===== config.mk =====
export PLATFORM = sky130hd
export DESIGN_NAME = muldiv_unit
export DESIGN_NICKNAME = d
export VERILOG_FILES = /design/src/rtl/muldiv_unit.sv
export SDC_FILE = /design/constraint.sdc
export NUM_CORES = 1
export LEC_CHECK = 0
export CORE_ASPECT_RATIO = 0.5
export CORE_MARGIN = 2
export CORE_UTILIZATION = 65
export DETAILED_ROUTE_END_ITERATION = 8
export DONT_BUFFER_PORTS = 1
export PLACE_DENSITY = 0.81
export SLEW_MARGIN = 20
export SYNTH_ARGS = -nofsm -noshare
export SYNTH_HDL_FRONTEND = slang
export SYNTH_SLANG_ARGS = --single-unit

===== constraint.sdc =====
create_clock -name clk -period 4.8 [get_ports clk]
set_input_delay 0.96 -clock clk [delete_from_list [all_inputs] [get_ports clk]]
set_output_delay 0.96 -clock clk [all_outputs]
set_load 0.02 [all_outputs]

===== src/rtl/muldiv_unit.sv =====
// Iterative 32x32 multiply / 32/32 divide unit owning the HI/LO registers.
// One bit per cycle: issue edge, 32 CALC edges, one FIX edge that writes HI/LO.
module muldiv_unit #(
  parameter int WIDTH = 32
) (
  input  logic             clk,
  input  logic             rst,
  input  logic             start,
  input  logic [2:0]       op,
  input  logic [WIDTH-1:0] a,
  input  logic [WIDTH-1:0] b,
  input  logic             flush,
  output logic             busy,
  output logic             done,
  output logic [WIDTH-1:0] hi,
  output logic [WIDTH-1:0] lo
);
  localparam int            CW   = $clog2(WIDTH);
  localparam logic [CW-1:0] LAST = CW'(WIDTH-1);

  localparam logic [2:0] OP_MULT  = 3'd0;
  localparam logic [2:0] OP_MULTU = 3'd1;
  localparam logic [2:0] OP_DIV   = 3'd2;
  localparam logic [2:0] OP_DIVU  = 3'd3;
  localparam logic [2:0] OP_MTHI  = 3'd4;
  localparam logic [2:0] OP_MTLO  = 3'd5;

  typedef enum logic [1:0] {IDLE, CALC, FIX} state_e;

  typedef struct packed {
    logic is_div;
    logic qneg;   // negate product / quotient
    logic rneg;   // negate remainder (sign of dividend)
    logic div0;
  } ctl_t;

  state_e               state_q, state_d;
  ctl_t                 ctl_q, ctl_d;
  logic [CW-1:0]        cnt_q, cnt_d;
  logic [2*WIDTH-1:0]   acc_q, acc_d;
  logic [WIDTH-1:0]     opnd_q, opnd_d;
  logic [WIDTH-1:0]     hi_q, hi_d, lo_q, lo_d;
  logic                 done_q, done_d;

  logic                 md_op, is_signed, is_div, a_neg, b_neg;
  logic [WIDTH-1:0]     a_mag, b_mag;
  logic [WIDTH:0]       mul_sum, div_shift;
  logic [WIDTH+1:0]     div_diff;

  assign md_op     = (op == OP_MULT) || (op == OP_MULTU) || (op == OP_DIV) || (op == OP_DIVU);
  assign is_signed = (op == OP_MULT) || (op == OP_DIV);
  assign is_div    = (op == OP_DIV)  || (op == OP_DIVU);
  assign a_neg     = is_signed & a[WIDTH-1];
  assign b_neg     = is_signed & b[WIDTH-1];
  assign a_mag     = a_neg ? -a : a;
  assign b_mag     = b_neg ? -b : b;

  // Multiply: acc = {partial, multiplier}; divide: acc = {remainder, dividend/quotient}
  assign mul_sum   = {1'b0, acc_q[2*WIDTH-1:WIDTH]} + (acc_q[0] ? {1'b0, opnd_q} : '0);
  assign div_shift = acc_q[2*WIDTH-1:WIDTH-1];
  assign div_diff  = {1'b0, div_shift} - {2'b00, opnd_q};

  always_ff @(posedge clk or negedge rst) begin
    if (!rst) state_q <= IDLE;
    else      state_q <= state_d;
  end

  always_comb begin
    state_d = state_q;
    case (state_q)
      IDLE:    if (start && !flush && md_op) state_d = CALC;
      CALC:    if (flush) state_d = IDLE;
               else if (cnt_q == LAST) state_d = FIX;
      FIX:     state_d = IDLE;
      default: state_d = IDLE;
    endcase
  end

  always_comb begin
    busy = (state_q != IDLE);
    done = done_q;
    hi   = hi_q;
    lo   = lo_q;
  end

  always_comb begin
    ctl_d  = ctl_q;
    cnt_d  = cnt_q;
    acc_d  = acc_q;
    opnd_d = opnd_q;
    hi_d   = hi_q;
    lo_d   = lo_q;
    done_d = 1'b0;
    case (state_q)
      IDLE: if (start && !flush) begin
        if (md_op) begin
          ctl_d.is_div = is_div;
          ctl_d.qneg   = a_neg ^ b_neg;
          ctl_d.rneg   = a_neg;
          ctl_d.div0   = (b == '0);
          acc_d        = {{WIDTH{1'b0}}, is_div ? a_mag : b_mag};
          opnd_d       = is_div ? b_mag : a_mag;
          cnt_d        = '0;
        end else if (op == OP_MTHI) begin
          hi_d = a;
        end else if (op == OP_MTLO) begin
          lo_d = a;
        end
      end
      CALC: if (!flush) begin
        cnt_d = cnt_q + CW'(1);
        if (ctl_q.is_div)
          acc_d = div_diff[WIDTH+1] ? {div_shift[WIDTH-1:0], acc_q[WIDTH-2:0], 1'b0}
                                    : {div_diff[WIDTH-1:0],  acc_q[WIDTH-2:0], 1'b1};
        else
          acc_d = {mul_sum, acc_q[WIDTH-1:1]};
      end
      FIX: if (!flush) begin
        done_d = 1'b1;
        if (ctl_q.is_div) begin
          // A zero divisor leaves |a| as remainder, so the sign fix restores a itself
          lo_d = ctl_q.div0 ? '1 : (ctl_q.qneg ? -acc_q[WIDTH-1:0] : acc_q[WIDTH-1:0]);
          hi_d = ctl_q.rneg ? -acc_q[2*WIDTH-1:WIDTH] : acc_q[2*WIDTH-1:WIDTH];
        end else begin
          {hi_d, lo_d} = ctl_q.qneg ? -acc_q : acc_q;
        end
      end
      default: ;
    endcase
  end

  always_ff @(posedge clk or negedge rst) begin
    if (!rst) begin
      ctl_q  <= '0;
      cnt_q  <= '0;
      acc_q  <= '0;
      opnd_q <= '0;
      hi_q   <= '0;
      lo_q   <= '0;
      done_q <= 1'b0;
    end else begin
      ctl_q  <= ctl_d;
      cnt_q  <= cnt_d;
      acc_q  <= acc_d;
      opnd_q <= opnd_d;
      hi_q   <= hi_d;
      lo_q   <= lo_d;
      done_q <= done_d;
    end
  end
endmodule


# --- Word level (Yosys, flattened, before mapping) ---
# Index checks and enable logic that the tools add are counted.
totals:
  wordCells: 97
  out_inout_bits: 66
  regBits: 172
  in_bits: 71
classes:
  eq_ne: 18
  addsub: 8
  reduce_logical: 19
  mux: 38
  bitwise_logic: 3
ops:
  columns: ["op", "n"]
  rows:
  - ["32-bit 2-to-1 mux", 19]
  - ["64-bit 2-to-1 mux", 6]
  - ["32-bit negation", 4]
  - ["32-bit case mux with 2 select lines", 2]
  - ["64-bit case mux with 2 select lines", 1]
  - ["64-bit negation", 1]
  - ["33-bit by 32-bit subtractor with 34-bit output", 1]
  - ["32-bit by 32-bit adder with 33-bit output", 1]
  - ["32-bit logical NOT", 1]
  - ["2-bit inequality test, second input constant", 9]
  - ["5-bit 2-to-1 mux", 3]
  - ["5-bit case mux with 2 select lines", 1]
  - ["3-bit by 2-bit == test with 1-bit output, second input constant", 2]
  - ["3-bit == test, second input constant", 2]
  - ["2-bit 2-to-1 mux", 3]
  - ["6-bit AND reduction", 1]
  - ["2-bit nonzero test", 3]
  - ["5-bit by 1-bit adder with 5-bit output, second input constant", 1]
  - ["5-bit == test, second input constant", 1]
  - ["1-bit logical OR", 5]
  - ["5-bit AND reduction", 1]
  - ["2-bit case mux with 2 select lines", 1]
  - ["4-bit AND reduction", 1]
  - ["3-bit by 1-bit == test with 1-bit output, second input constant", 1]
  - ["12 further kinds", 15]

# --- Depth between registers and ports, before layout ---
depth:
  depth_word: 8
  depth_mapped: 15
  mapped_depth_nobuf: 14

# --- Worst setup path before layout ---
# OpenSTA, ideal clock, no wires.
synth_timing:
  path_type: "in2reg"
  startpoint: "in a[9]"
  endpoint: "reg opnd_q[30]"
  t_arrival_ps: 3149
  slack_ps: 1527
  required_ps: 4675
  setup_time_ps: 125
  cell_stages: 9
  path_buffers: 0
  cell_sequence: "or4_4 -> nor4_4 -> nand2b_2 -> or4_4 -> o41ai_4 -> nand2_1 -> xnor2_1 -> mux2i_1 -> mux2_2"
synth_between:
  elab_chain_cells: 3
synth_rtl:
  columns: ["element", "line", "text"]
  rows:
  - ["from (decl)", "10", "input logic [WIDTH-1:0] a,"]
  - ["32-bit negation", "55", "assign a_mag = a_neg ? -a : a;"]
  - ["32-bit 2-to-1 mux", "55", null]
  - ["32-bit 2-to-1 mux", "102", "opnd_d = is_div ? b_mag : a_mag;"]
  - ["to (signal assigned)", "145", "opnd_q <= opnd_d;"]
  - ["to (decl)", "41", "logic [WIDTH-1:0] opnd_q, opnd_d;"]
# Every way passes these cells.
# A chain may end at the register's enable or synchronous reset.

# --- Worst setup path in the final report ---
layout_timing:
  startpoint: "reg acc_q[0]"
  endpoint: "reg acc_q[59]"
layout_between:
  elab_chain_cells: 5
layout_rtl:
  columns: ["element", "line", "text"]
  rows:
  - ["from (decl)", "40", "logic [2*WIDTH-1:0] acc_q, acc_d;"]
  - ["from (signal assigned)", "136", "acc_q <= '0;"]
  - ["from (signal assigned)", "144", "acc_q <= acc_d;"]
  - ["32-bit 2-to-1 mux", "59", "assign mul_sum = {1'b0, acc_q[2*WIDTH-1:WIDTH]} + (acc_q[0] ? {1'b0, opnd_q} : '0);"]
  - ["32-bit by 32-bit adder with 33-bit output", "59", null]
  - ["64-bit 2-to-1 mux", "112", "if (ctl_q.is_div)"]
  - ["64-bit 2-to-1 mux", "110", "CALC: if (!flush) begin"]
  - ["64-bit case mux with 2 select lines", "94", "case (state_q)"]
# Every way passes these cells. The select of a mux whose other input is x is not followed.

==> tab_implementation.tex <==
\begin{tabular}{lr}
\hline
Metric & Value \\
\hline
\multicolumn{2}{l}{\textbf{Drt}} \\
\quad Pre-antenna DRT Iters & 6 \\
\quad Post-DR wirelength/cell & 23.4 µm \\
\quad Count of nets left with antenna violations after detail routing & 0 \\
\quad Final Routed Wirelength & 51900 µm \\
\quad Drt via density & 6.82 \\
\quad Number of DRC markers after the initial detailed-route iteration & 2596 \\
\quad Detailed-route DRC error count & 0 \\
\quad Vias after detailed routing & approximately 15000 \\
\multicolumn{2}{l}{\textbf{Timing}} \\
\quad Max Clock Skew & 0.0165 ns \\
\quad Final setup fails & 0 \\
\quad Hold Violations, Final & 0 \\
\quad Setup TNS & 0 ns \\
\quad Final cycle utilization of the critical path & 84.4\% \\
\quad Final min period & 4.05 ns \\
\quad Slew Viols, Final & 0 \\
\quad Transition time at the pin with the least slew margin & 0.962 ns \\
\quad RSZ-0062 raised after global routing & no \\
\quad FMAX & 247 MHz \\
\quad Max-Slew Margin vs Limit & about 36\% \\
\multicolumn{2}{l}{\textbf{Power}} \\
\quad IR drop worst, VDD & 351 µV \\
\quad Power density over cell area & approximately 570 mW/mm² \\
\quad Sum of internal, switching and leakage power & 9.00 mW \\
\quad Leakage & 6.80 nW \\
\multicolumn{2}{l}{\textbf{Clock network}} \\
\quad Count of H-tree levels built during CTS & 4 \\
\quad Buffers inserted by post-CTS timing repair & 0 \\
\quad TritonCTS clock tree & done \\
\quad Total CTS buffers & 17 \\
\quad Hold-fix buffer count after cts & 0 \\
\quad Clock latency on the worst-skew pair & 0.47 ns \\
\quad Clk Tree Root Cell & clkbuf\_16 \\
\quad CTS max path bufs & 2 \\
\quad Sinks on Clock Net & 172 \\
\quad Clock edge transition at the registers on the reported setup and hold paths & 0.07 ns \\
\quad Number of cells upsized or downsized after cts & 0 \\
\multicolumn{2}{l}{\textbf{Yosys}} \\
\quad Count of unique library cells instantiated by Yosys & between 70 and 80 \\
\quad Post-Syn Area & approximately 0.015 mm² \\
\quad Top-area cell type share of the netlist area & 28.8\% \\
\quad Most area-hungry cell type in the Yosys netlist & dfrtp\_1 \\
\quad Synthesized flop and latch total & 172 \\
\quad Yosys warnings & 0 \\
\quad Proportion of register bits with asynchronous set or reset after synthesis & 100\% \\
\quad Sequential fraction of the synthesis area & 28.8\% \\
\quad Synthesized area per cell & 7.57 µm² \\
\quad Nets in the synthesized netlist & around 2100 \\
\quad Ranking of synthesized cells by area & dfrtp\_1, o21ai\_0, xnor2\_1 \\
\quad Top\_reg\_cell synth & dfrtp\_1 \\
\quad Instance count of the mapped netlist & 1975 \\
\quad EDFF count, synth & 0 \\
\multicolumn{2}{l}{\textbf{Floorplan}} \\
\quad Core box area & 0.0227 mm² \\
\quad I/O pin total & between 100 and 150 \\
\quad Die height & approximately 110 µm \\
\quad Horizontal extent of the die & 218 µm \\
\quad Effective utilization at floorplan & 65.9\% \\
\quad Die Area & 0.0243 mm² \\
\quad Row Count & 39 \\
\multicolumn{2}{l}{\textbf{Layout}} \\
\quad Commonest non-fill, non-tap cell in the layout & nand2\_1 \\
\quad Leading cell types in the layout, fill and taps excluded & nand2\_1, o21ai\_0, nor2\_1, a21oi\_1, dfrtp\_1 \\
\quad Area Overhead vs Synth & 5.21\% \\
\quad Final nets & approximately 2000 \\
\quad Share of layout cells above drive strength 1 & 5.08\% \\
\multicolumn{2}{l}{\textbf{Critical path}} \\
\quad Critical path endpoint category & flop \\
\quad Beginning of the worst register-to-register path & acc\_q[0] \\
\quad Sort of element at the start of the critical path & flop \\
\quad Worst setup slack for register-to-register paths & about 0.75 ns \\
\quad Largest fanout of any net on the critical path & 13 \\
\quad Kind of critical path & flop to flop \\
\quad Worst reg2reg endpoint & acc\_q[59] \\
\quad Data required time of the worst path & 5.14 ns \\
\quad Worst R2R Path Depth & 14 \\
\quad Arrival time at the worst endpoint & 4.39 ns \\
\multicolumn{2}{l}{\textbf{GRT}} \\
\quad Number of global-route vias before repair & 13800 \\
\quad GRT Residual Overflow & 0 \\
\quad Initial antenna violation count & 3 \\
\quad Global-route wire length before repair & 80700 µm \\
\quad Total GRT Usage & a little over two fifths \\
\quad Maximum number of pins on one net before global-route repair & around 170 \\
\multicolumn{2}{l}{\textbf{Placement}} \\
\quad GP Congestion & 1.04 \\
\quad HPWL Detailed & approximately 38000 µm \\
\quad Number of buffers inserted by port buffering & 0 \\
\multicolumn{2}{l}{\textbf{Worst hold path}} \\
\quad Worst min-delay path category & primary input to asynchronous set/reset pin \\
\multicolumn{2}{l}{\textbf{Run}} \\
\quad Count of max-cap constraint violations & 0 \\
\multicolumn{2}{l}{\textbf{Status}} \\
\quad Outcome & finished clean \\
\hline
\end{tabular}
[synthesized netlist by cell type (9+ instances only)]
master      n
a211oi_1   10
a21o_1     28
a21oi_1   178
a22o_1      9
a22oi_1    17
a31oi_1    18
buf_1      10
clkbuf_1  107
dfrtp_1   172
ha_1       70
inv_1      61
mux2i_1    58
nand2_1   247
nand2b_1   20
nand3_1    33
nand4_1    14
nor2_1    207
nor2b_1    14
nor3_1     42
o211ai_1    9
o21a_1     10
o21ai_0   232
o22ai_1    35
o31ai_1    33
o41ai_1    11
or3_1      24
or4_1      15
xnor2_1   109
xor2_1     58
[metal layers]
layer  global-route usage, %  routed length, µm  vias up
li1                        -                  -     6892
met1                    59.0              21000     7129
met2                    62.2              21700      971
met3                    16.5               7500      132
met4                    15.7               1720        0
met5                       0                  0        -
[metrics by stage]
| stage | setup WS (ns) | hold WS [ns] | instances | util, % | instance area [µm²] |
|---|---|---|---|---|---|
| 6_report | 0.750 | 0.196 | 2218 | 69.3 | 15700 |
| 5_1_grt | 0.529 | 0.185 | 2216 | 69.3 | 15700 |
| 4_1_cts | 0.870 | 0.182 | 2216 | 69.3 | 15700 |
| 3_5_place_dp | 0.901 | 0.471 | 2184 | 66.7 | 15100 |
| 3_3_place_gp | 1.06 | 0.459 | 2184 | 66.7 | 15100 |
| 2_1_floorplan | 1.53 | 0.444 | 1975 | - | 15000 |
[flip-flops by register name (all words and copies together), names as in the netlist]
name,count
acc_q,64
cnt_q,5
ctl_q,4
done,1
hi,32
lo,32
opnd_q,32
state_q,2
[cell type report]
cell class                      count  area (µm²)
Inverter                           61         229
Timing Repair Buffer               26         208
Multi-Input combinational cell   1618       10000
Clock inverter                     13         149
Antenna cell                        2        5.00
Sequential cell                   172        4310
Fill cell                        1913        6960
Clock buffer                       19         453
Tap cell                          307         384
[worst max-delay path by stage]
stage | endpoint | cells past startpoint | startpoint
final | acc_q[59] | 14 | acc_q[0]
after global routing | acc_q[59] | 14 | acc_q[0]
after CTS | acc_q[59] | 14 | acc_q[0]
after detailed placement | acc_q[59] | 14 | acc_q[0]
after global placement | acc_q[59] | 14 | acc_q[0]
after floorplan | opnd_q[30] | 9 | a[9]
[kinds of logic (layout without fill, tap and decap cells)]
logic type | count (synthesis) | count (layout) | share of synthesized area (%)
buffers and inverters | 185 | 119 | 4.72
AND/OR/NAND/NOR | 669 | 669 | 20.4
multiplexers | 64 | 64 | 4.33
AO/OA/AOI/OAI | 646 | 646 | 25.8
XOR/XNOR | 167 | 167 | 9.78
other | 0 | 2 | 0
adder cells (fa/ha/maj) | 72 | 72 | 6.13
flip-flops | 172 | 172 | 28.8
[critical path: stages (launching register included)]
cell	delay [ns]
dfrtp_1	0.47
inv_1	0.49
nor2_1	0.11
ha_1	0.39
o21ai_0	0.11
a21oi_1	0.24
o31a_1	0.24
nor4_1	0.09
buf_4	0.15
nor4b_1	0.62
nor2_1	0.11
o21ai_0	0.34
a21oi_1	0.15
mux2i_1	0.14
a221o_1	0.27
[where the power goes]
| group | internal (mW) | switching [mW] | leakage (nW) | total (mW) |
|---|---|---|---|---|
| Sequential | 1.85 | 0.915 | 2.17 | 2.77 |
| Clock | 0.807 | 0.679 | 0.299 | 1.49 |
| Combinational | 1.92 | 2.82 | 4.33 | 4.74 |
| Total | 4.58 | 4.42 | 6.80 | 9.00 |
Note: power is estimated with default switching activity, not from simulation.
